<file path="src/rtl/ps2_mouse_packet.sv">
// Assembles 3-byte PS/2 mouse packets from the receiver byte stream, decodes
// buttons/deltas/overflow and tracks a clamped absolute cursor position.
module ps2_mouse_packet #(
    parameter int X_MAX       = 639,
    parameter int Y_MAX       = 479,
    parameter int POS_W       = 10,
    parameter int TIMEOUT_CYC = 100000,
    parameter int TO_W        = 17
) (
    input  logic             clk,
    input  logic             reset,
    input  logic             rx_done_tick,
    input  logic [7:0]       rx_data,
    output logic [2:0]       btn,
    output logic [8:0]       xm,
    output logic [8:0]       ym,
    output logic             x_ovf,
    output logic             y_ovf,
    output logic [POS_W-1:0] x_pos,
    output logic [POS_W-1:0] y_pos,
    output logic             m_done_tick,
    output logic             frame_err_tick
);

    typedef enum logic [1:0] {WAIT0, WAIT1, WAIT2, UPDATE} state_t;

    localparam int SW = POS_W + 2;
    localparam logic [TO_W-1:0]      TO_LAST = TO_W'(TIMEOUT_CYC - 1);
    localparam logic signed [SW-1:0] X_MAX_S = SW'(X_MAX);
    localparam logic signed [SW-1:0] Y_MAX_S = SW'(Y_MAX);

    state_t           state_q, state_d;
    logic [6:0]       hdr_q, hdr_d;       // byte0 without its always-one bit 3
    logic [7:0]       byte1_q, byte1_d;
    logic [TO_W-1:0]  to_cnt_q, to_cnt_d;
    logic [2:0]       btn_q, btn_d;
    logic [8:0]       xm_q, xm_d, ym_q, ym_d;
    logic             x_ovf_q, x_ovf_d, y_ovf_q, y_ovf_d;
    logic [POS_W-1:0] x_pos_q, x_pos_d, y_pos_q, y_pos_d;
    logic             m_done_q, m_done_d, ferr_q, ferr_d, ferr_pend_q, ferr_pend_d;
    logic signed [SW-1:0] x_sum, y_sum;

    function automatic logic [POS_W-1:0] clamp(input logic signed [SW-1:0] v,
                                               input logic signed [SW-1:0] mx);
        if (v < 0)
            return '0;
        else if (v > mx)
            return mx[POS_W-1:0];
        else
            return v[POS_W-1:0];
    endfunction

    always_comb begin
        state_d     = state_q;
        hdr_d       = hdr_q;
        byte1_d     = byte1_q;
        to_cnt_d    = '0;
        btn_d       = btn_q;
        xm_d        = xm_q;
        ym_d        = ym_q;
        x_ovf_d     = x_ovf_q;
        y_ovf_d     = y_ovf_q;
        x_pos_d     = x_pos_q;
        y_pos_d     = y_pos_q;
        m_done_d    = 1'b0;
        ferr_d      = ferr_pend_q;
        ferr_pend_d = 1'b0;
        x_sum = signed'({2'b00, x_pos_q}) + signed'({{(SW-9){xm_q[8]}}, xm_q});
        y_sum = signed'({2'b00, y_pos_q}) - signed'({{(SW-9){ym_q[8]}}, ym_q});

        case (state_q)
            WAIT0: begin
                if (rx_done_tick) begin
                    if (rx_data[3]) begin
                        hdr_d   = {rx_data[7:4], rx_data[2:0]};
                        state_d = WAIT1;
                    end else begin
                        ferr_d = 1'b1;
                    end
                end
            end
            WAIT1: begin
                if (rx_done_tick) begin
                    byte1_d = rx_data;
                    state_d = WAIT2;
                end else if (to_cnt_q == TO_LAST) begin
                    state_d = WAIT0;
                    ferr_d  = 1'b1;
                end else begin
                    to_cnt_d = to_cnt_q + TO_W'(1);
                end
            end
            WAIT2: begin
                if (rx_done_tick) begin
                    btn_d   = hdr_q[2:0];
                    xm_d    = {hdr_q[3], byte1_q};
                    ym_d    = {hdr_q[4], rx_data};
                    x_ovf_d = hdr_q[5];
                    y_ovf_d = hdr_q[6];
                    state_d = UPDATE;
                end else if (to_cnt_q == TO_LAST) begin
                    state_d = WAIT0;
                    ferr_d  = 1'b1;
                end else begin
                    to_cnt_d = to_cnt_q + TO_W'(1);
                end
            end
            UPDATE: begin
                if (!x_ovf_q) x_pos_d = clamp(x_sum, X_MAX_S);
                if (!y_ovf_q) y_pos_d = clamp(y_sum, Y_MAX_S);
                m_done_d = 1'b1;
                state_d  = WAIT0;
                // A bad header here would pulse alongside m_done; push its error one cycle later.
                if (rx_done_tick) begin
                    if (rx_data[3]) begin
                        hdr_d   = {rx_data[7:4], rx_data[2:0]};
                        state_d = WAIT1;
                    end else begin
                        ferr_pend_d = 1'b1;
                    end
                end
            end
            default: state_d = WAIT0;
        endcase
    end

    always_ff @(posedge clk or negedge reset) begin
        if (!reset) begin
            state_q     <= WAIT0;
            hdr_q       <= '0;
            byte1_q     <= '0;
            to_cnt_q    <= '0;
            btn_q       <= '0;
            xm_q        <= '0;
            ym_q        <= '0;
            x_ovf_q     <= 1'b0;
            y_ovf_q     <= 1'b0;
            x_pos_q     <= POS_W'(X_MAX / 2);
            y_pos_q     <= POS_W'(Y_MAX / 2);
            m_done_q    <= 1'b0;
            ferr_q      <= 1'b0;
            ferr_pend_q <= 1'b0;
        end else begin
            state_q     <= state_d;
            hdr_q       <= hdr_d;
            byte1_q     <= byte1_d;
            to_cnt_q    <= to_cnt_d;
            btn_q       <= btn_d;
            xm_q        <= xm_d;
            ym_q        <= ym_d;
            x_ovf_q     <= x_ovf_d;
            y_ovf_q     <= y_ovf_d;
            x_pos_q     <= x_pos_d;
            y_pos_q     <= y_pos_d;
            m_done_q    <= m_done_d;
            ferr_q      <= ferr_d;
            ferr_pend_q <= ferr_pend_d;
        end
    end

    assign btn            = btn_q;
    assign xm             = xm_q;
    assign ym             = ym_q;
    assign x_ovf          = x_ovf_q;
    assign y_ovf          = y_ovf_q;
    assign x_pos          = x_pos_q;
    assign y_pos          = y_pos_q;
    assign m_done_tick    = m_done_q;
    assign frame_err_tick = ferr_q;

endmodule
</file>
<file path="config.mk">
export PLATFORM = sky130hd
export DESIGN_NAME = ps2_mouse_packet
export DESIGN_NICKNAME = d
export VERILOG_FILES = /design/src/rtl/ps2_mouse_packet.sv
export SDC_FILE = /design/constraint.sdc
export NUM_CORES = 1
export LEC_CHECK = 0
export BUFFER_PORTS_ARGS = -buffer_cell sky130_fd_sc_hd__buf_4
export CAP_MARGIN = 20
export CORE_MARGIN = 2
export CORE_UTILIZATION = 58
export DETAILED_ROUTE_END_ITERATION = 12
export PLACE_DENSITY = 0.9
export SLEW_MARGIN = 20
export SYNTH_ARGS = -nofsm -noshare
export SYNTH_HDL_FRONTEND = slang
export SYNTH_SLANG_ARGS = --single-unit
</file>
<file path="constraint.sdc">
create_clock -name clk -period 3.9 [get_ports clk]
set_input_delay 0.195 -clock clk [delete_from_list [all_inputs] [get_ports clk]]
set_output_delay 0.195 -clock clk [all_outputs]
set_load 0.02 [all_outputs]
</file>
**After elaboration in Yosys (flattened, before gate mapping)**

Index checks and enable logic that the tools add are counted.

- Eq/ne operators: 6
- Bitwise gates (word level): 2
- Reductions and logical operators: 9
- $add $sub $neg: 3
- Order comparisons: 4
- Multiplexer cells: 24

Operators by type and width:

| cell | number |
|---|---|
| $mux W17 | 3 |
| $mux W10 | 4 |
| $lt A12 B1 Y1 const B | 2 |
| $add A17 B1 Y17 const B | 1 |
| $eq A17 B17 Y1 const B | 1 |
| $add A11 B9 Y12 | 1 |
| $gt A12 B10 Y1 const B | 1 |
| $gt A12 B11 Y1 const B | 1 |
| $sub A11 B9 Y12 | 1 |
| $mux W1 | 10 |
| $mux W2 | 5 |
| $reduce_and A2 Y1 | 5 |
| $pmux W2 S4 | 1 |
| $eq A2 B2 Y1 const B | 2 |
| $ne A2 B2 Y1 const B | 2 |
| $reduce_or A2 Y1 | 2 |
| $reduce_and A3 Y1 | 1 |
| $eq A2 B1 Y1 const B | 1 |
| $logic_not A2 Y1 | 1 |
| $not A1 Y1 | 2 |
| $pmux W1 S2 | 1 |

- Register bits: 80
- Logic and storage cells: 62
- Input bits: 11
- Output and inout port bits: 45

**Logic depth before layout (Yosys ltp)**

Gate-level depths: netlist of run 1.

- Depth after elaboration: 4
- Depth in mapped cells: 11
- Mapped depth without buffers: 11

**Worst setup path after synthesis of run 1**

Ideal clock, no wire load.

- Kind: reg-to-reg
- From: register ym_q[0], in the netlist ym[0]
- To: register y_pos_q[5], in the netlist y_pos[5]
- Library setup time: 80 ps
- Setup slack: 1089 ps
- Required time: 3820 ps
- Buffers on the path: 1
- Period minus slack after synthesis: 2811 ps
- Arrival: 2731 ps
- Cell stages (with the launch flop): 11
- Cells stage by stage: dfrtp_1 -> ha_1 -> inv_1 -> fa_1 -> a211oi_1 -> o21bai_1 -> o41ai_2 -> xor2_1 -> or4b_1 -> buf_2 -> a32o_1

- Cells in the longest elaborated chain, start to end: 4
- Elaborated cells between the ends (all ways): 5
- Classes of those cells: add/sub: 1; order compare: 2; mux: 2

RTL lines:

| item | line | RTL |
|---|---|---|
| start: declaration | 37 | `logic [8:0] xm_q, xm_d, ym_q, ym_d;` |
| start signal: assignment | 150 | `ym_q <= ym_d;` |
| $sub A11 B9 Y12 * | 69 | `y_sum = signed'({2'b00, y_pos_q}) - signed'({{(SW-9){ym_q[8]}}, ym_q});` |
| $gt A12 B10 Y1 | 47 | `else if (v > mx)` |
| $mux W10 | 47 |  |
| $mux W10 * | 45 | `if (v < 0)` |
| end signal: assignment | 139 | `y_pos_q <= POS_W'(Y_MAX / 2);` |
| end signal: assignment | 154 | `y_pos_q <= y_pos_d;` |
| end: declaration | 39 | `logic [POS_W-1:0] x_pos_q, x_pos_d, y_pos_q, y_pos_d;` |

Every way passes the cells marked *; elsewhere a longest branch is shown, timed or not.
A chain may end at the register's enable or synchronous reset.

**Final worst setup path of run 1**

- From: register y_pos_q[0], in the netlist y_pos[0]
- To: register y_pos_q[5], in the netlist y_pos[5]

- Cells in the longest elaborated chain, start to end: 4
- Elaborated cells between the ends (all ways): 5
- Classes of those cells: add/sub: 1; order compare: 2; mux: 2

RTL lines:

| item | line |
|---|---|
| $sub A11 B9 Y12 * | 69 |
| $gt A12 B10 Y1 | 47 |
| $mux W10 | 47 |
| $mux W10 * | 45 |

Marks and branches as above.

==> results of run 1 <==
[cells by family after synthesis]
family          after synthesis  share of synthesized area (%)
flops                        80                          44.77
buf+inv                      43                          3.883
fa+ha+maj                    29                          8.377
compound gates               85                          14.65
simple gates                118                          13.68
mux                          37                          9.209
xor+xnor                     28                          5.437
[cell type report]
cell class                 instances  share of cell area [%]
sequential                        80                   38.23
tap                              102                   2.416
inverter                          31                   2.203
timing repair buffer              58                   8.669
clock buffer                      11                   2.676
multi-input combinational        297                   43.84
clock inverter                     5                   1.966
[worst max path at each step]
stage | from | endpoint | slack [ps] | cells after the start
2_1_floorplan | ym[0] | y_pos[5] | 1090 | 10
3_3_place_gp | y_pos[0] | y_pos[5] | 1080 | 10
3_5_place_dp | y_pos[0] | y_pos[5] | 940 | 10
4_1_cts | y_pos[0] | y_pos[5] | 900 | 10
5_1_grt | y_pos[0] | y_pos[5] | 740 | 10
6_report | y_pos[0] | y_pos[5] | 890 | 10
[metal layers]
metal	wire length (um)	share of wire, %	global-route usage [%]	vias to the layer above
met5	0	0	0	-
met4	210	2.1	8.955	0
met3	361	3.5	3.615	23
met2	5188	51	43.57	109
met1	4414	43	32.74	1736
li1	-	-	-	1622
[power by group]
group | switching [mW] | internal (mW)
Clock | 0.307 | 0.443
Sequential | 0.284 | 1.19
Combinational | 1.58 | 1.27
[cell usage in the layout (no fill, tap or decap), types with 9 or more instances in the layout]
master | netlist | routed
o21ai_0 | 9 | 9
clkbuf_8 | 1 | 10
dfstp_2 | 14 | 14
xnor2_1 | 16 | 16
xor2_1 | 12 | 12
ha_1 | 27 | 27
nand2_1 | 27 | 27
dfrtp_1 | 66 | 66
a21oi_1 | 13 | 13
nand3_1 | 12 | 12
inv_1 | 31 | 31
mux2_2 | 36 | 36
buf_4 | 0 | 56
nor2_1 | 31 | 31
[worst reg2reg max path, stage by stage (launching register included)]
cell and delay (ps):
dfstp_2 380, inv_1 50, ha_1 150, inv_1 50, fa_1 430, a211oi_1 300, o21bai_1 150, o41ai_2 300
xor2_1 130, or4b_1 670, a32o_1 320
[state kept, by name, summed over array words and instances, names as in the netlist]
signal,count
to_cnt_q,17
x_pos,10
y_pos,10
xm,9
ym,9
byte1_q,8
hdr_q,7
btn,3
state_q,2
ferr_pend_q,1
frame_err_tick,1
m_done_tick,1
x_ovf,1
y_ovf,1
[Yosys cell counts (3+ instances only)]
cell       n
a21oi_2    3
nand3_1   12
a22oi_1    5
xnor2_1   16
a21oi_1   13
a32oi_1    5
o31ai_1    3
nor3_1     3
o221a_1    8
and2_1     3
inv_1     31
mux2_2    36
buf_2      3
dfstp_2   14
xor2_1    12
a211oi_1   5
o22ai_1    3
o21ai_0    9
nor2b_1    8
ha_1      27
or3_1      6
a21o_1     6
o21a_1     6
dfrtp_1   66
nand2_1   27
nand2b_1   7
clkbuf_1   6
nor2_1    31
nor4_1     4
[timing repair]
item / CTS / global route
hold buffers: 0 / 1
endpoints found under the setup margin: 0 / 0
endpoints found under the hold margin: 0 / 16
[through the flow]
step	total power [mW]	cells	worst slack [ps]
floorplan	3.459	420	1089
global placement	4.088	566	1078
detailed placement	4.245	566	940.3
CTS	5.048	582	904.2
global route	5.405	584	738.0
finish	5.068	584	890.1
==> impl_metrics.toml, run 1 <==
[setup_path]
path_max_fanout = 6
r2r_start = "y_pos[0]"
worstPathRequired_ps = 4180
reg2reg_to = "y_pos[5]"
critical-path-top-delay-family = "compound AO/OA/AOI/OAI gates"
cp_data_arrival_time_ps = 3290
ff2ff_path_depth = 10
critPathMaxStageDelay_ps = 670
reg2reg_slack_ps = 890
critical_path_class = "reg -> reg"
startpoint_type = "flip-flop"
path_common_cell = "inv_1"
endpoint_kind = "flip-flop"
crit_buf_inv = 2
crit_slowest_cell = "or4b_1"
path_cells = "inv_1 > ha_1 > inv_1 > fa_1 > a211oi_1 > o21bai_1 > o41ai_2 > xor2_1 > or4b_1 > a32o_1"

[synth]
synth_seq_cells = 80
avgSynthCellArea_um2 = 10.74
post-synth-top-area-cell = "dfrtp_1"
async_reset_ff_share_pct = 100.0
synth_area_um2 = 4511
ys_top_cells_by_area = "dfrtp_1 37%, mux2_2 9.0%, dfstp_2 8.2%"
seq_area_frac_synth_pct = 44.77
syn_inst = 420
synth_top_area_share_pct = 36.62
ys_warn_count = 0
synth_edf_count = 0
ys.flop_type = "dfrtp_1"
yosysUniqueCellTypes = 62
synth_fp_nets = 460

[timing]
report.final.slew_viol_count = 0
period_needed_ps = 3010
tns_ps = 0
finalHoldViolations = 0
fmax_mhz = 332.2
hold_ws_ps = 99.62
rsz0062_at_grt = "no"
fin_worst_skew_ps = 7.290
relSlewSlack_pct = 27.24
timing.final.crit_share_pct = 77.18
tightest_slew_ps = 1089
setup_viol = 0

[place]
placed_area_um2 = 5000
dp_hpwl_um = 6932
gp_congestion = 0.9267
io_buffer_count = 55

[cells_and_area]
fillCellCount = 540
syn_to_final_growth_pct = 17.12
seq_area_um2 = 2019
nets = 517
post-route-cell-area_um2 = 5283
multi_input_area_um2 = 2316
final_core_util_pct = 69.08
diodes = 0
drive_gt1_share_pct = 28.01

[drt]
ant_nets = 0
drt_first_pass_iters = 5
viasPerCell = 5.976
vias = 3490
drt-initial-drc-count = 216
totalWireLength_um = 10180
remaining_drc_errors = 0
wl_per_cell_um = 17.42

[floorplan]
std_cell_rows = 32
core_area_um2 = 7647
die_w_um = 92.19
fp.dieH_um = 92.19
die_area_um2 = 8498
initial_core_util_pct = 58.98
ios = 56

[pwr]
max-vdd-ir-drop_mv = 0.3582
power_density_nw_per_um2 = 959.4
leakage_nw = 2.408

[clock_network]
clk_path_buf_depth = 2
clk_latency_ps = 340
postCtsSetupBuffers = 0
cts.sinks = 80
cts.clk_slew.worst_paths_ps = 90
cts_root_buf = "clkbuf_8"
cts-resized-gates = 0
htreeDepth = 3
numCtsBuffers = 9
cts_tree = "done"

[outcome]
status = "finished, final reports clean"

[global_routing]
antenna_found_initial = 0
grt_pass1_wl_um = 17110
overflow = 0
grt_pass1_vias = 3592
grt_usage_pct = 25.31
grt_max_degree = 81

[hold_path]
min_to = "byte1_q[0]"
min_path_type = "in -> reg"
min_from = "rx_data[0]"
whs_path_depth = 2

[job]
drv_cap = 0
(Power assumes the default switching activity.)
==> run 2, diff against run 1 <==
- ABC_AREA: unset -> 1
- CORE_UTILIZATION: 58 -> 53
- PLACE_DENSITY: 0.9 -> 0.86
- clock period: 3.9 -> 2.57 ns (I/O delays scaled with it)
==> run 2 against run 1 <==
Compared with the run above: routed wire length is 6.5% higher; setup slack worse by 670 ps; sequential power is 46% higher; first-iteration DRC count is 20% higher; sequential cell count stayed put; final cell count is 29% higher; largest power group unchanged; highest routed layer unchanged.
==> impl_metrics.toml, run 2 <==
[cells_and_area]
largest_register_ffs = 17
multi_input_area_um2 = 2452
seq_area_um2 = 2019
top_register = "to_cnt_q"
final_cell_mix = "157 x nand2_1, 73 x inv_1, 66 x dfrtp_1"
syn_to_final_growth_pct = 14.91
diodes = 0
nets = 682
drive_gt1_share_pct = 22.72
final_cells = 755
final_common_cell = "nand2_1"
final_core_util_pct = 62.84
fillCellCount = 736

[timing]
report.final.slew_viol_count = 0
tightest_slew_ps = 949.2
period_needed_ps = 2346
fmax_mhz = 426.2
relSlewSlack_pct = 36.72
rsz0062_at_grt = "no"
finalHoldViolations = 0
tns_ps = 0
timing.final.crit_share_pct = 91.30
setup_viol = 0
fin_worst_skew_ps = 9.793

[synth]
post-synth-top-area-cell = "dfrtp_1"
synthAdderAreaFrac_pct = 7.885
seq_area_frac_synth_pct = 42.14
yosysMostFrequentCell = "nand2_1"
synthMuxAreaShare_pct = 2.820
synth_area_um2 = 4792
synth_seq_cells = 80
synth_top_family_by_area = "simple AND/OR/NAND/NOR gates"
synth_edf_count = 0
synth_compound_area_share_pct = 8.721
syn_inst = 581
ys_warn_count = 0
avgSynthCellArea_um2 = 8.248
synth_fp_nets = 621
synthSimpleGateAreaFrac_pct = 28.85
synth_xor_area_share_pct = 2.715
synth_top_area_share_pct = 34.46
ys_top_cells_by_area = "dfrtp_1 34%, nand2_1 12%, dfstp_2 7.7%"
async_reset_ff_share_pct = 100.0
ys_top_cells_by_count = "157 x nand2_1, 73 x inv_1, 66 x dfrtp_1"
ys.flop_type = "dfrtp_1"
yosysUniqueCellTypes = 47

[setup_path]
reg2reg_slack_ps = 220
startpoint = "y_pos[0]"
worstPathRequired_ps = 2820
critical_path_class = "reg -> reg"
ff2ff_path_depth = 15
endpoint_kind = "flip-flop"
endpoint = "y_pos[8]"
path_max_fanout = 7
startpoint_type = "flip-flop"
cp_data_arrival_time_ps = 2590
reg2reg_to = "y_pos[8]"
r2r_start = "y_pos[0]"

[job]
drv_cap = 0

[place]
gp_congestion = 0.9397
dp_hpwl_um = 8378
io_buffer_count = 55
place_inst = 737

[drt]
vias = 4110
wl_per_cell_um = 14.35
drt_first_pass_iters = 5
viasPerCell = 5.444
remaining_drc_errors = 0
ant_nets = 0
totalWireLength_um = 10840
drt-initial-drc-count = 259

[pwr]
leakage_nw = 2.809
p_seq_share_pct = 28.8
power_density_nw_per_um2 = 1350
max-vdd-ir-drop_mv = 0.5490
clkPwrFrac_pct = 11.2
fin_total_pwr_mw = 7.433
cellInternalPower_mw = 3.835
switching_share_pct = 48.40
netSwitchingPower_mw = 3.598
combPwrFrac_pct = 60.0

[outcome]
status = "finished, final reports clean"

[floorplan]
std_cell_rows = 34
core_area_um2 = 8763
fp.dieH_um = 99.09
ios = 56
initial_core_util_pct = 54.68
die_w_um = 99.09
die_area_um2 = 9818

[clock_network]
cts_root_buf = "clkbuf_8"
clk_path_buf_depth = 2
cts.sinks = 80
numCtsBuffers = 9
htreeDepth = 3
postCtsSetupBuffers = 0
cts_tree = "done"
clk_latency_ps = 350
cts.clk_slew.worst_paths_ps = 80

[global_routing]
antenna_found_initial = 0
grt_pass1_wl_um = 18280
grt_usage_pct = 23.01
overflow = 0
grt_pass1_vias = 3923
grt_max_degree = 81

[hold_path]
min_path_type = "in -> reg"
[run 2: cell count changes after synthesis, moves of 8 or more]
cell / before / now
inv_1: 31 / 73
mux2_2: 36 / 12
nand2_1: 27 / 157
nand2_2: 1 / 11
nand3_1: 12 / 32
nor2b_1: 8 / 0
o21ai_0: 9 / 29
o221a_1: 8 / 0
xnor2_1: 16 / 7
[run 2: through the flow]
step	hold WS [ps]	setup WS, ps	cell area (um2)
after detailed placement	334.7	239.0	5311
after global routing	81.29	15.42	5507
final	88.88	223.5	5507
after floorplan	-167.1	312.5	4792
after CTS	76.24	219.1	5498
after global placement	340.1	288.9	5311
[run 2: worst max-delay path, stage by stage (launching register included)]
cell and delay (ps):
dfstp_2 540, inv_1 50, ha_1 170, inv_1 120, fa_1 250, nand3_1 90
nand3_1 140, nand4_1 130, nand2_1 80, nand2_1 50, nand2_1 120, nor2_4 70
o21bai_4 220, nand2_1 80, nand2_1 70, nand2_1 60
[run 2: final cells by class]
class / count / share of cell area (%)
clock inverters: 3 / 0.3181
well taps: 108 / 2.454
clock buffers: 13 / 2.886
flip-flops and latches: 80 / 36.67
repair buffers: 57 / 7.816
inverters: 78 / 5.317
multi-input cells: 416 / 44.54
[run 2: worst min path at each step]
stage            startpoint           to  depth (start not counted)
2_1_floorplan         reset       btn[0]                          0
3_3_place_gp          reset  to_cnt_q[1]                          1
3_5_place_dp          reset  to_cnt_q[3]                          1
4_1_cts        rx_done_tick  ferr_pend_q                          3
5_1_grt        rx_done_tick  ferr_pend_q                          3
6_report       rx_done_tick  ferr_pend_q                          3
[run 2: layer usage]
metal	vias up	part of all wire (%)	GRT usage (%)
met4	0	2.5	7.482
met5	-	0	0
li1	1996	-	-
met1	1955	44	30.20
met2	131	49	37.79
met3	28	5.0	5.461
[run 2: power by group through the flow]
| stage | clock, mW | combinational (mW) | sequential, mW |
|---|---|---|---|
| 2_1_floorplan | 0 | 2.93 | 2.39 |
| 3_3_place_gp | 0 | 4.27 | 2.13 |
| 3_5_place_dp | 0 | 4.39 | 2.16 |
| 4_1_cts | 0.843 | 4.42 | 2.14 |
| 5_1_grt | 0.905 | 4.94 | 2.19 |
| 6_report | 0.834 | 4.46 | 2.14 |
[run 2: repair_timing]
| item | CTS | global route |
|---|---|---|
| hold endpoints to repair | 66 | 0 |
| setup endpoints to repair | 0 | 3 |
| hold buffers | 1 | 0 |
| resized for setup | 0 | 1 |
[run 2: logic make-up (layout without fill, tap and decap cells)]
| kind of cell | after synthesis | after routing |
|---|---|---|
| and+or+nand+nor | 289 | 290 |
| buffers and inverters | 86 | 151 |
| DFF | 80 | 80 |
| AOI/OAI and AO/OA | 71 | 71 |
| adders and majority gates | 29 | 29 |
| xor gates and xnor gates | 14 | 14 |
| muxes | 12 | 12 |
==> run 3, diff against run 2 <==
- ABC_CLOCK_PERIOD_IN_PS: unset -> 2570
- PLACE_DENSITY: 0.86 -> 0.76
==> run 3 against run 2 <==
Compared with the run above: sequential power about the same; non-clock buffer count is 2 higher; total power shrank 0.29%; count of clock-buffer cells in the layout shrank 1; setup slack worse by 36 ps; via count is 1.6% lower; fmax fell by 1.5%; critical endpoint is now x_pos[9].
==> impl_metrics.toml, run 3 (synthesis results as in run 2) <==
[clock_network]
clk_path_buf_depth = 2
cts.sinks = 80
cts.clk_slew.worst_paths_ps = 80
clk_latency_ps = 340
cts_root_buf = "clkbuf_8"
numCtsBuffers = 9
htreeDepth = 3
cts_tree = "done"

[job]
drv_cap = 0

[drt]
viasPerCell = 5.341
drt-initial-drc-count = 200
wl_met2_um = 5153
wirelength_met1_um = 4802
highest_layer = "met4"
met3_length_um = 394
ant_nets = 0
vias = 4043
remaining_drc_errors = 0
wl_per_cell_um = 13.96
drt_first_pass_iters = 4
totalWireLength_um = 10570

[floorplan]
fp.dieH_um = 99.09
std_cell_rows = 34
ios = 56
die_area_um2 = 9818
core_area_um2 = 8763
initial_core_util_pct = 54.68
die_w_um = 99.09

[timing]
fin_worst_skew_ps = 11.09
report.final.slew_viol_count = 0
fmax_mhz = 419.8
relSlewSlack_pct = 63.84
tns_ps = 0
setup_viol = 0
tightest_slew_ps = 540.9
setup_ws_ps = 188.0
period_needed_ps = 2382
finalHoldViolations = 0
timing.final.crit_share_pct = 92.68
rsz0062_at_grt = "no"

[pwr]
power_density_nw_per_um2 = 1337
leakage_nw = 2.818
fin_total_pwr_mw = 7.411
max-vdd-ir-drop_mv = 0.4950

[setup_path]
path_cells = "ha_2 > inv_1 > fa_1 > inv_1 > nand3_1 > nand2_1 > nand2_1 > nand2_1 > a21o_1 > nor2_2 > nor2_4 > nand3b_1 > nand2_1 > nand2_1"
worstPathRequired_ps = 2810
path_max_fanout = 5
cp_data_arrival_time_ps = 2620
endpoint_kind = "flip-flop"
crit_slowest_cell = "dfstp_2"
critical_path_class = "reg -> reg"
startpoint_type = "flip-flop"
path_common_cell = "nand2_1"
critPathMaxStageDelay_ps = 550

[cells_and_area]
drive_gt1_share_pct = 23.11
diodes = 0
nets = 684
top_register = "to_cnt_q"
largest_register_ffs = 17
final_cell_mix = "157 x nand2_1, 73 x inv_1, 66 x dfrtp_1"
syn_to_final_growth_pct = 15.64
final_common_cell = "nand2_1"
final_core_util_pct = 63.24

[global_routing]
grt_pass1_vias = 4022
grt_usage_pct = 22.49
grt_pass1_wl_um = 18100
antenna_found_initial = 0
overflow = 0
grt_max_degree = 81

[place]
io_buffer_count = 55
post-place-ws_ps = 157.3
gp_congestion = 0.9262
dp_hpwl_um = 7982

[hold_path]
min_path_type = "in -> reg"

[outcome]
status = "finished, final reports clean"
[run 3: area by class of cell]
class	count	area (um2)
clock buffer	12	145.1
clock inverter	4	28.78
fill	765	3222
inverter	78	292.8
multi-input combinational	416	2455
sequential	80	2019
tap	108	135.1
timing repair buffer	59	465.4
[run 3: final timing paths]
path	from	endpoint	slack [ps]	cells after the start
max	x_pos[0]	x_pos[9]	190	14
min	rx_data[7]	byte1_q[7]	90	3
max reg2reg	x_pos[0]	x_pos[9]	190	14
min reg2reg	to_cnt_q[0]	to_cnt_q[0]	460	1
max in group asynchronous	reset	y_pos[1]	1730	3
min in group asynchronous	reset	state_q[0]	210	2
[run 3: critical path: cells and delay by family, from the launching register on]
family	cells	cell delay, ps
simple gates	9	820
compound gates	1	130
fa+ha+maj	2	620
buf+inv	2	160
flops	1	550
[run 3: metal layers]
metal  GRT usage, %  vias to the layer above
li1               -                     2015
met1          29.73                     1899
met2          37.79                      106
met3          4.113                       23
met4          6.849                        0
met5              0                        -
[run 3: per-stage QoR]
stage          area (um2)  hold WS [ps]  instances
6_report             5542         92.30        757
5_1_grt              5542         96.16        757
4_1_cts              5503         83.22        755
3_5_place_dp         5319         354.5        738
3_3_place_gp         5319         343.9        738
2_1_floorplan        4792        -167.1        581
[run 3: timing repair]
item,CTS,global route
endpoints found under the setup margin,0,10
endpoints found under the hold margin,61,0
resized for setup,0,2
hold buffers,1,0
setup buffers,0,0
[run 3: power breakdown]
part	internal [mW]	leakage, nW	switching, mW
logic	1.69	1.74	2.77
registers	1.75	0.999	0.355
clock network	0.380	0.0830	0.455
total	3.83	2.82	3.58
